[src/rtl/req_ack_32bit_sender_if.sv]
// rtl/req_ack_32bit_sender_if.sv - frame stream and PAICORE req/ack pin bundle
interface req_ack_32bit_sender_if;
  logic        s_axis_tready;
  logic [63:0] s_axis_tdata;
  logic        s_axis_tlast;
  logic        s_axis_tvalid;
  logic        s_axis_hsked;
  logic [31:0] dout;
  logic        request;
  logic        acknowledge;

  modport slave (
    output s_axis_tready,
    output s_axis_hsked,
    output dout,
    output request,
    input  s_axis_tdata,
    input  s_axis_tlast,
    input  s_axis_tvalid,
    input  acknowledge
  );

  modport master (
    input  s_axis_tready,
    input  s_axis_hsked,
    input  dout,
    input  request,
    output s_axis_tdata,
    output s_axis_tlast,
    output s_axis_tvalid,
    output acknowledge
  );
endinterface

[src/rtl/req_ack_32bit_sender.sv]
// rtl/req_ack_32bit_sender.sv - 64-bit frame to two 32-bit words over four-phase req/ack
// Optional acknowledge-wait timeout: PAICORE_SEND_TIMEOUT_EN.
module req_ack_32bit_sender #(
  parameter int unsigned SYNC_STAGES = 2,
  parameter int unsigned SETUP_CYC   = 1
`ifdef PAICORE_SEND_TIMEOUT_EN
  ,
  parameter int unsigned TIMEOUT_CYC = 65535
`endif
) (
  input  logic                         s_axis_aclk,
  input  logic                         s_axis_areset,
  req_ack_32bit_sender_if.slave        bus,
  output logic                         o_tx_busy,
  output logic                         o_tx_done,
  output logic [31:0]                  o_frame_cnt
`ifdef PAICORE_SEND_TIMEOUT_EN
  ,
  output logic                         o_timeout
`endif
);

  typedef enum logic [2:0] {
    IDLE,
    SETUP_H,
    REQ_H,
    REL_H,
    SETUP_L,
    REQ_L,
    REL_L
  } state_t;

  localparam logic [3:0] SETUP_LAST = 4'(SETUP_CYC - 1);

  state_t                 state_q, state_d;
  logic [SYNC_STAGES-1:0] ack_sync_q;
  logic                   ack_s;
  logic [3:0]             setup_cnt_q, setup_cnt_d;
  logic [31:0]            dout_q, dout_d;
  logic [31:0]            lo_q, lo_d;
  logic                   last_q, last_d;
  logic                   request_q, request_d;
  logic                   busy_q, busy_d;
  logic                   done_q, done_d;
  logic [31:0]            frame_cnt_q, frame_cnt_d;
  logic                   tready;
`ifdef PAICORE_SEND_TIMEOUT_EN
  localparam logic [31:0] TIMEOUT_LAST = 32'(TIMEOUT_CYC - 1);
  logic [31:0]            wait_cnt_q, wait_cnt_d;
  logic                   timeout_q, timeout_d;
  logic                   waiting;
`endif

  assign ack_s  = ack_sync_q[SYNC_STAGES-1];
  assign tready = (state_q == IDLE) && !s_axis_areset;

  assign bus.s_axis_tready = tready;
  assign bus.s_axis_hsked  = tready && bus.s_axis_tvalid;
  assign bus.dout          = dout_q;
  assign bus.request       = request_q;
  assign o_tx_busy         = busy_q;
  assign o_tx_done         = done_q;
  assign o_frame_cnt       = frame_cnt_q;
`ifdef PAICORE_SEND_TIMEOUT_EN
  assign o_timeout         = timeout_q;
`endif

  always_ff @(posedge s_axis_aclk) begin
    if (s_axis_areset) begin
      ack_sync_q <= '0;
    end else begin
      ack_sync_q <= {ack_sync_q[SYNC_STAGES-2:0], bus.acknowledge};
    end
  end

  always_comb begin
    state_d     = state_q;
    setup_cnt_d = setup_cnt_q;
    dout_d      = dout_q;
    lo_d        = lo_q;
    last_d      = last_q;
    busy_d      = busy_q;
    done_d      = 1'b0;
    frame_cnt_d = frame_cnt_q;

    case (state_q)
      IDLE: begin
        if (bus.s_axis_tvalid) begin
          dout_d      = bus.s_axis_tdata[63:32];
          lo_d        = bus.s_axis_tdata[31:0];
          last_d      = bus.s_axis_tlast;
          busy_d      = 1'b1;
          setup_cnt_d = '0;
          state_d     = SETUP_H;
        end
      end
      SETUP_H, SETUP_L: begin
        // A stale acknowledge still high means the far side has not released; hold off.
        if (ack_s) begin
          setup_cnt_d = '0;
        end else if (setup_cnt_q == SETUP_LAST) begin
          state_d = (state_q == SETUP_H) ? REQ_H : REQ_L;
        end else begin
          setup_cnt_d = setup_cnt_q + 4'd1;
        end
      end
      REQ_H: if (ack_s) state_d = REL_H;
      REQ_L: if (ack_s) state_d = REL_L;
      REL_H: begin
        if (!ack_s) begin
          dout_d      = lo_q;
          setup_cnt_d = '0;
          state_d     = SETUP_L;
        end
      end
      REL_L: begin
        if (!ack_s) begin
          frame_cnt_d = frame_cnt_q + 32'd1;
          busy_d      = 1'b0;
          done_d      = last_q;
          state_d     = IDLE;
        end
      end
      default: state_d = IDLE;
    endcase

`ifdef PAICORE_SEND_TIMEOUT_EN
    timeout_d = timeout_q;
    waiting   = (state_q == REQ_H) || (state_q == REQ_L) ||
                (state_q == REL_H) || (state_q == REL_L);
    if (waiting && (wait_cnt_q == TIMEOUT_LAST)) begin
      state_d     = IDLE;
      busy_d      = 1'b0;
      done_d      = 1'b0;
      frame_cnt_d = frame_cnt_q;
      timeout_d   = 1'b1;
    end
    wait_cnt_d = (state_d != state_q || !waiting) ? 32'd0 : wait_cnt_q + 32'd1;
`endif

    request_d = (state_d == REQ_H) || (state_d == REQ_L);
  end

  always_ff @(posedge s_axis_aclk) begin
    if (s_axis_areset) begin
      state_q     <= IDLE;
      setup_cnt_q <= '0;
      dout_q      <= '0;
      lo_q        <= '0;
      last_q      <= 1'b0;
      request_q   <= 1'b0;
      busy_q      <= 1'b0;
      done_q      <= 1'b0;
      frame_cnt_q <= '0;
`ifdef PAICORE_SEND_TIMEOUT_EN
      wait_cnt_q  <= '0;
      timeout_q   <= 1'b0;
`endif
    end else begin
      state_q     <= state_d;
      setup_cnt_q <= setup_cnt_d;
      dout_q      <= dout_d;
      lo_q        <= lo_d;
      last_q      <= last_d;
      request_q   <= request_d;
      busy_q      <= busy_d;
      done_q      <= done_d;
      frame_cnt_q <= frame_cnt_d;
`ifdef PAICORE_SEND_TIMEOUT_EN
      wait_cnt_q  <= wait_cnt_d;
      timeout_q   <= timeout_d;
`endif
    end
  end

endmodule

[src/flat_wrapper.sv]
// flat-port wrapper written by rule: the top's interface ports become plain ports
module req_ack_32bit_sender_flat 
#(
  parameter int unsigned SYNC_STAGES = 2,
  parameter int unsigned SETUP_CYC   = 1

)
  (s_axis_aclk, s_axis_areset, o_tx_busy, o_tx_done, o_frame_cnt, bus_s_axis_tready, bus_s_axis_hsked, bus_dout, bus_request, bus_s_axis_tdata, bus_s_axis_tlast, bus_s_axis_tvalid, bus_acknowledge);
  req_ack_32bit_sender_if bus_i ();
  input  logic s_axis_aclk;
  input  logic s_axis_areset;
  output logic o_tx_busy;
  output logic o_tx_done;
  output logic [31:0] o_frame_cnt;
  output wire logic [$bits(bus_i.s_axis_tready)-1:0] bus_s_axis_tready;
  output wire logic [$bits(bus_i.s_axis_hsked)-1:0] bus_s_axis_hsked;
  output wire logic [$bits(bus_i.dout)-1:0] bus_dout;
  output wire logic [$bits(bus_i.request)-1:0] bus_request;
  input wire logic [$bits(bus_i.s_axis_tdata)-1:0] bus_s_axis_tdata;
  input wire logic [$bits(bus_i.s_axis_tlast)-1:0] bus_s_axis_tlast;
  input wire logic [$bits(bus_i.s_axis_tvalid)-1:0] bus_s_axis_tvalid;
  input wire logic [$bits(bus_i.acknowledge)-1:0] bus_acknowledge;
  assign bus_s_axis_tready = bus_i.s_axis_tready;
  assign bus_s_axis_hsked = bus_i.s_axis_hsked;
  assign bus_dout = bus_i.dout;
  assign bus_request = bus_i.request;
  assign bus_i.s_axis_tdata = bus_s_axis_tdata;
  assign bus_i.s_axis_tlast = bus_s_axis_tlast;
  assign bus_i.s_axis_tvalid = bus_s_axis_tvalid;
  assign bus_i.acknowledge = bus_acknowledge;
  req_ack_32bit_sender #(.SYNC_STAGES(SYNC_STAGES), .SETUP_CYC(SETUP_CYC)) u_core (.s_axis_aclk(s_axis_aclk), .s_axis_areset(s_axis_areset), .bus(bus_i), .o_tx_busy(o_tx_busy), .o_tx_done(o_tx_done), .o_frame_cnt(o_frame_cnt));
endmodule
[config.mk]
export PLATFORM = sky130hd
export DESIGN_NAME = req_ack_32bit_sender_flat
export DESIGN_NICKNAME = d
export VERILOG_FILES = /design/src/rtl/req_ack_32bit_sender_if.sv /design/src/rtl/req_ack_32bit_sender.sv /design/src/flat_wrapper.sv
export SDC_FILE = /design/constraint.sdc
export NUM_CORES = 1
export LEC_CHECK = 0
export ABC_AREA = 1
export CORE_ASPECT_RATIO = 1.25
export CORE_UTILIZATION = 50
export CTS_BUF_LIST = sky130_fd_sc_hd__clkbuf_4
export DETAILED_ROUTE_END_ITERATION = 8
export GPL_TIMING_DRIVEN = 0
export PLACE_DENSITY = 0.82
export SYNTH_ARGS = -nofsm -noshare
export SYNTH_HDL_FRONTEND = slang
export SYNTH_SLANG_ARGS = --single-unit
[constraint.sdc]
create_clock -name s_axis_aclk -period 2.1 [get_ports s_axis_aclk]
set_clock_uncertainty 0.1 [all_clocks]
set_input_delay 0.21 -clock s_axis_aclk [delete_from_list [all_inputs] [get_ports s_axis_aclk]]
set_output_delay 0.21 -clock s_axis_aclk [all_outputs]
set_load 0.05 [all_outputs]
### Word-level counts from Yosys, hierarchy flattened

Index checks and enable logic that the tools add are counted.

* $add $sub $neg: 2
* eq/ne operators: 12
* multiplexer cells: 20
* bitwise operators: 2
* reduce and logical (&&, ||, !) cells: 16

Operator list (count)
* 32-bit two-way mux: 2
* 32-bit case mux with 2 select lines: 1
* 32-bit by 1-bit adder with 32-bit output, second input constant: 1
* 3-bit two-way mux: 8
* 3-bit case mux with 6 select lines: 1
* 4-bit two-way mux: 4
* 3-bit == test, second input constant: 4
* 4-bit case mux with 3 select lines: 1
* 3-bit by 2-bit == test with 1-bit output, second input constant: 3
* 2-bit != test, second input constant: 3
* 3-bit AND reduction: 2
* 4-bit by 1-bit adder with 4-bit output, second input constant: 1
* 4-bit logical NOT: 1
* 2-bit AND reduction: 2
* 4-bit AND reduction: 1
* 2-bit nonzero test: 2
* 3-bit by 1-bit == test with 1-bit output, second input constant: 1
* 3-bit logical NOT: 1
* 3-bit by 2-bit != test with 1-bit output, second input constant: 1
* 3-bit nonzero test: 1
* 3-bit OR reduction: 1
* 1-bit logical AND: 2
* 1-bit two-way mux: 2
* 1-bit inverter: 2
* 4 further kinds: 4

* flip-flop bits (word level): 109
* input bits: 69
* output and inout bits: 69
* word-level logic and storage cells: 62

### Depth between registers and ports, before layout

* word-level depth: 7
* depth in mapped cells: 11
* depth with buffers taken out: 10

### Worst setup path before layout

No wires, ideal clock.

* path type: register -> output
* from: register u_core.state_q[2]
* to: output port bus_s_axis_hsked
* arrival: 1678 ps
* required time: 1790 ps
* setup slack: 112 ps
* cell stages (with the launch flop): 8
* path buffers: 2
* path through: dfxtp_1 > buf_6 > nor2_2 > nand2_2 > nor2_4 > inv_4 > buf_2 > nor2_1

* word-level cells in the longest chain between the ends: 3

RTL lines
* start, declared: RTL line req_ack_32bit_sender.sv:35 `state_t state_q, state_d;`
* start signal, assigned: RTL line req_ack_32bit_sender.sv:160 `state_q <= state_d;`
* 3-bit logical NOT: RTL line req_ack_32bit_sender.sv:55 `assign tready = (state_q == IDLE) && !s_axis_areset;`
* 1-bit logical AND: RTL line req_ack_32bit_sender.sv:55
* 1-bit logical AND: RTL line req_ack_32bit_sender.sv:58 `assign bus.s_axis_hsked = tready && bus.s_axis_tvalid;`
* end, declared: RTL line flat_wrapper.sv:16 `output wire logic [$bits(bus_i.s_axis_hsked)-1:0] bus_s_axis_hsked;`

No other way between the ends.

### Worst setup path after layout

* from: register u_core.frame_cnt_q[15] (netlist: u_core.o_frame_cnt[15])
* to: output port o_frame_cnt[15]

RTL lines
* start, declared: RTL line req_ack_32bit_sender.sv:45 `logic [31:0] frame_cnt_q, frame_cnt_d;`
* start signal, assigned: RTL line req_ack_32bit_sender.sv:168 `frame_cnt_q <= frame_cnt_d;`
* end, declared: RTL line flat_wrapper.sv:14 `output logic [31:0] o_frame_cnt;`

No word-level cell between the ends.

==> results.toml <==
[routing]
via_per_inst = 5.22
vias = 5335
firstDrtPassIters = 5
routed_wl_mm = 14.3
drcViolationCount = 0
drt_iter0_drc = 341
avgRoutedWirePerCell_um = 14.0
ant_nets = 0

[synth]
synth_cells = 744
ys_types = 34
synth-seq-area-share_pct = 43.0
synth_edf_count = 0
yosysWarnings = 0
synthTopCellsByArea = "dfxtp_1, nand2_1, nor2_1"
synth.most_common_cell = "nand2_1"
synth_async_sr_flop_share_pct = 0
synth_area_um2 = 5070
netlist_top_cells_count = "nand2_1, nor2_1, dfxtp_1"
synth_top_cell_by_area = "dfxtp_1"
avgSynthCellArea_um2 = 6.82
ys.flop_type = "dfxtp_1"
ys_ff_latch = 109
synth_top_cell_area_share_pct = 43.0
synth_nets = 816

[pwr]
pwr-share-comb_pct = 41.1
powerDensity_nw_per_um2 = 954
p_leak_nw = 2.79
pwr-share-clk_pct = 16.8
switchingPower_mw = 2.69
total_power_mw = 6.44
p_int_mw = 3.75
p_seq_share_pct = 42.1
p_sw_share_pct = 41.8
ir_worst_vdd_mv = 0.750

[final_layout]
nets = 963
utilization_pct = 69.6
layout-drive-gt1-share_pct = 6.58
final_area_um2 = 6750
stdcell_count = 1023
fill_cells = 861
syn_to_final_growth_pct = 33.2

[critical_path]
cp-end-kind = "primary output"
crit_fanout = 4
cp_num_cells = 1
critPathBufInv = 1
max_stage_delay_ps = 840
required_ps = 1790
cp-start-kind = "flip-flop"
cp-endpoint = "o_frame_cnt[15]"
cp.arrival_ps = 1740
r2r_start = "u_core.o_frame_cnt[0]"
cpLargestDelayFamily = "buffers and inverters"
path_cells = "clkdlybuf4s50_1"
regToRegSetupSlack_ps = 290
reg2regPathDepth = 7
worst-setup-path-type = "reg2out"
r2r-end = "u_core.o_frame_cnt[14]"
crit_slowest_cell = "clkdlybuf4s50_1"
crit_start = "u_core.o_frame_cnt[15]"

[sta]
period_share_pct = 97.8
rsz0062_at_grt = "true"
worst_pin_slew_ps = 578
maxSlewHeadroom_pct = 61.5
setup_viol = 0
slew_violations = 0
worst_slack_ps = 45.5
min_period_ps = 2050
whs_ps = 127
hold_viol = 0
fmax_ghz = 0.487
fin_tns_setup_ps = 0

[clock_network]
clk_pin_slew_ps = 170
cts_tree = "yes"
cts_buffers = 9
htreeDepth = 3
cts_buffer_depth = 2
cts_num_sinks = 109
clk_latency_ps = 480
clock-root-buffer = "clkbuf_4"

[placement]
port_buffers = 136
dp_cells = 1006
dp_slack_ps = -463
placed_cell_area_um2 = 6590
gp_congestion = 0.888
dp_hpwl_mm = 11.0

[global_route]
grt-ovfl-total = 0
antenna_found_initial = 1
gr-usage-all-layers_pct = 28.3
grt_pass1_wl_mm = 23.6
grt_max_degree = 20
first_global_vias = 5284

[min_path]
hold_path.class = "in2reg"

[floorplanning]
dieArea_um2 = 10600
fp.dieW_um = 92.1
initial_core_util_pct = 52.2
rows = 40
core_area_um2 = 9710
io_pins = 138
die_h_um = 115

[status]
status = "finished, final reports clean"

[job]
cap_violations = 0
-- layer usage --
layer  GRT usage, %  vias to the layer above  part of all wire [%]
met5              0                        -                     0
met4           12.1                        0                   2.6
met3           7.70                       27                   6.9
met2           50.9                      200                    51
met1           31.2                     2423                    40
li1               -                     2685                     -
-- repair_timing --
action | CTS | global route
buffers inserted | 1 | 0
gates resized for setup | 22 | 12
endpoints found under the hold margin | 0 | 0
setup endpoints to repair | 13 | 12
hold buffers | 0 | 0
pin swaps | 1 | 1
-- registers in the layout, indices dropped and copies added (netlist names) --
signal              count
u_core.state_q          3
u_core.bus.dout        32
u_core.last_q           1
u_core.ack_sync_q       2
u_core.bus.request      1
u_core.o_tx_busy        1
u_core.o_tx_done        1
u_core.lo_q            32
u_core.setup_cnt_q      4
u_core.o_frame_cnt     32
-- power groups by stage --
stage	sequential [mW]	combinational, mW	clock [mW]
finish	2.71	2.65	1.08
global route	2.76	2.86	1.16
CTS	2.71	2.65	1.09
detailed placement	2.75	2.63	0
global placement	2.74	2.57	0
floorplan	3.41	1.08	0
-- cell usage in the layout (no fill, tap or decap), drive strengths merged --
cell / netlist / routed
o21a: 3 / 3
a211oi: 1 / 1
nand4: 4 / 4
clkdlybuf4s50: 0 / 112
clkdlybuf4s15: 0 / 1
a21oi: 25 / 25
diode: 0 / 1
nand2: 200 / 200
nand3: 28 / 28
o21ai: 76 / 76
clkinvlp: 0 / 2
bufinv: 0 / 1
nor3: 5 / 5
o211ai: 2 / 2
a31oi: 33 / 33
or2: 2 / 2
dlygate4sd2: 0 / 11
xor2: 3 / 3
buf: 16 / 17
nand3b: 1 / 1
dlymetal6s2s: 0 / 11
dfxtp: 109 / 109
ha: 3 / 3
inv: 51 / 52
nor2: 162 / 162
and2: 1 / 1
clkbuf: 18 / 28
nor3b: 1 / 1
clkinv: 0 / 2
-- how the worst min path moves through the flow --
| stage | startpoint | endpoint | slack (ps) | cells past startpoint |
|---|---|---|---|---|
| 2_1_floorplan | bus_acknowledge | u_core.ack_sync_q[0] | 220 | 2 |
| 3_3_place_gp | u_core.ack_sync_q[0] | u_core.ack_sync_q[1] | 290 | 2 |
| 3_5_place_dp | u_core.ack_sync_q[0] | u_core.ack_sync_q[1] | 300 | 2 |
| 4_1_cts | s_axis_areset | u_core.last_q | 110 | 2 |
| 5_1_grt | s_axis_areset | u_core.last_q | 120 | 2 |
| 6_report | s_axis_areset | u_core.last_q | 130 | 2 |
-- worst reg2reg max path: stages, from the launching register on --
cell     delay [ps]
dfxtp_1         440
ha_1            250
nand3_1         190
nor2_2          210
nand2_1         130
nor2_2          170
a21oi_1         100
o21a_1          140
-- cell type report --
type                    count  area [µm²]  area share [%]
inverters                  51         196            2.91
repair buffers            137        1390            20.5
flip-flops and latches    109        2180            32.3
multi-input cells         550        2530            37.4
clock inverters             6        62.6           0.926
plain buffers              33         164            2.43
well taps                 126         158            2.33
clock buffers              10        75.1            1.11
diodes                      1        2.50          0.0371
-- cells by family (layout without fill, tap and decap cells) --
logic type / count (synthesis) / after routing / share of synthesized area (%)
AO/OA/AOI/OAI: 140 / 140 / 14.9
XOR/XNOR: 3 / 3 / 0.518
adder cells (fa/ha/maj): 3 / 3 / 0.740
buffers and inverters: 85 / 237 / 7.16
flip-flops: 109 / 109 / 43.0
other: 0 / 1 / 0
AND/OR/NAND/NOR: 404 / 404 / 33.6
Note: power is estimated with default switching activity, not from simulation.
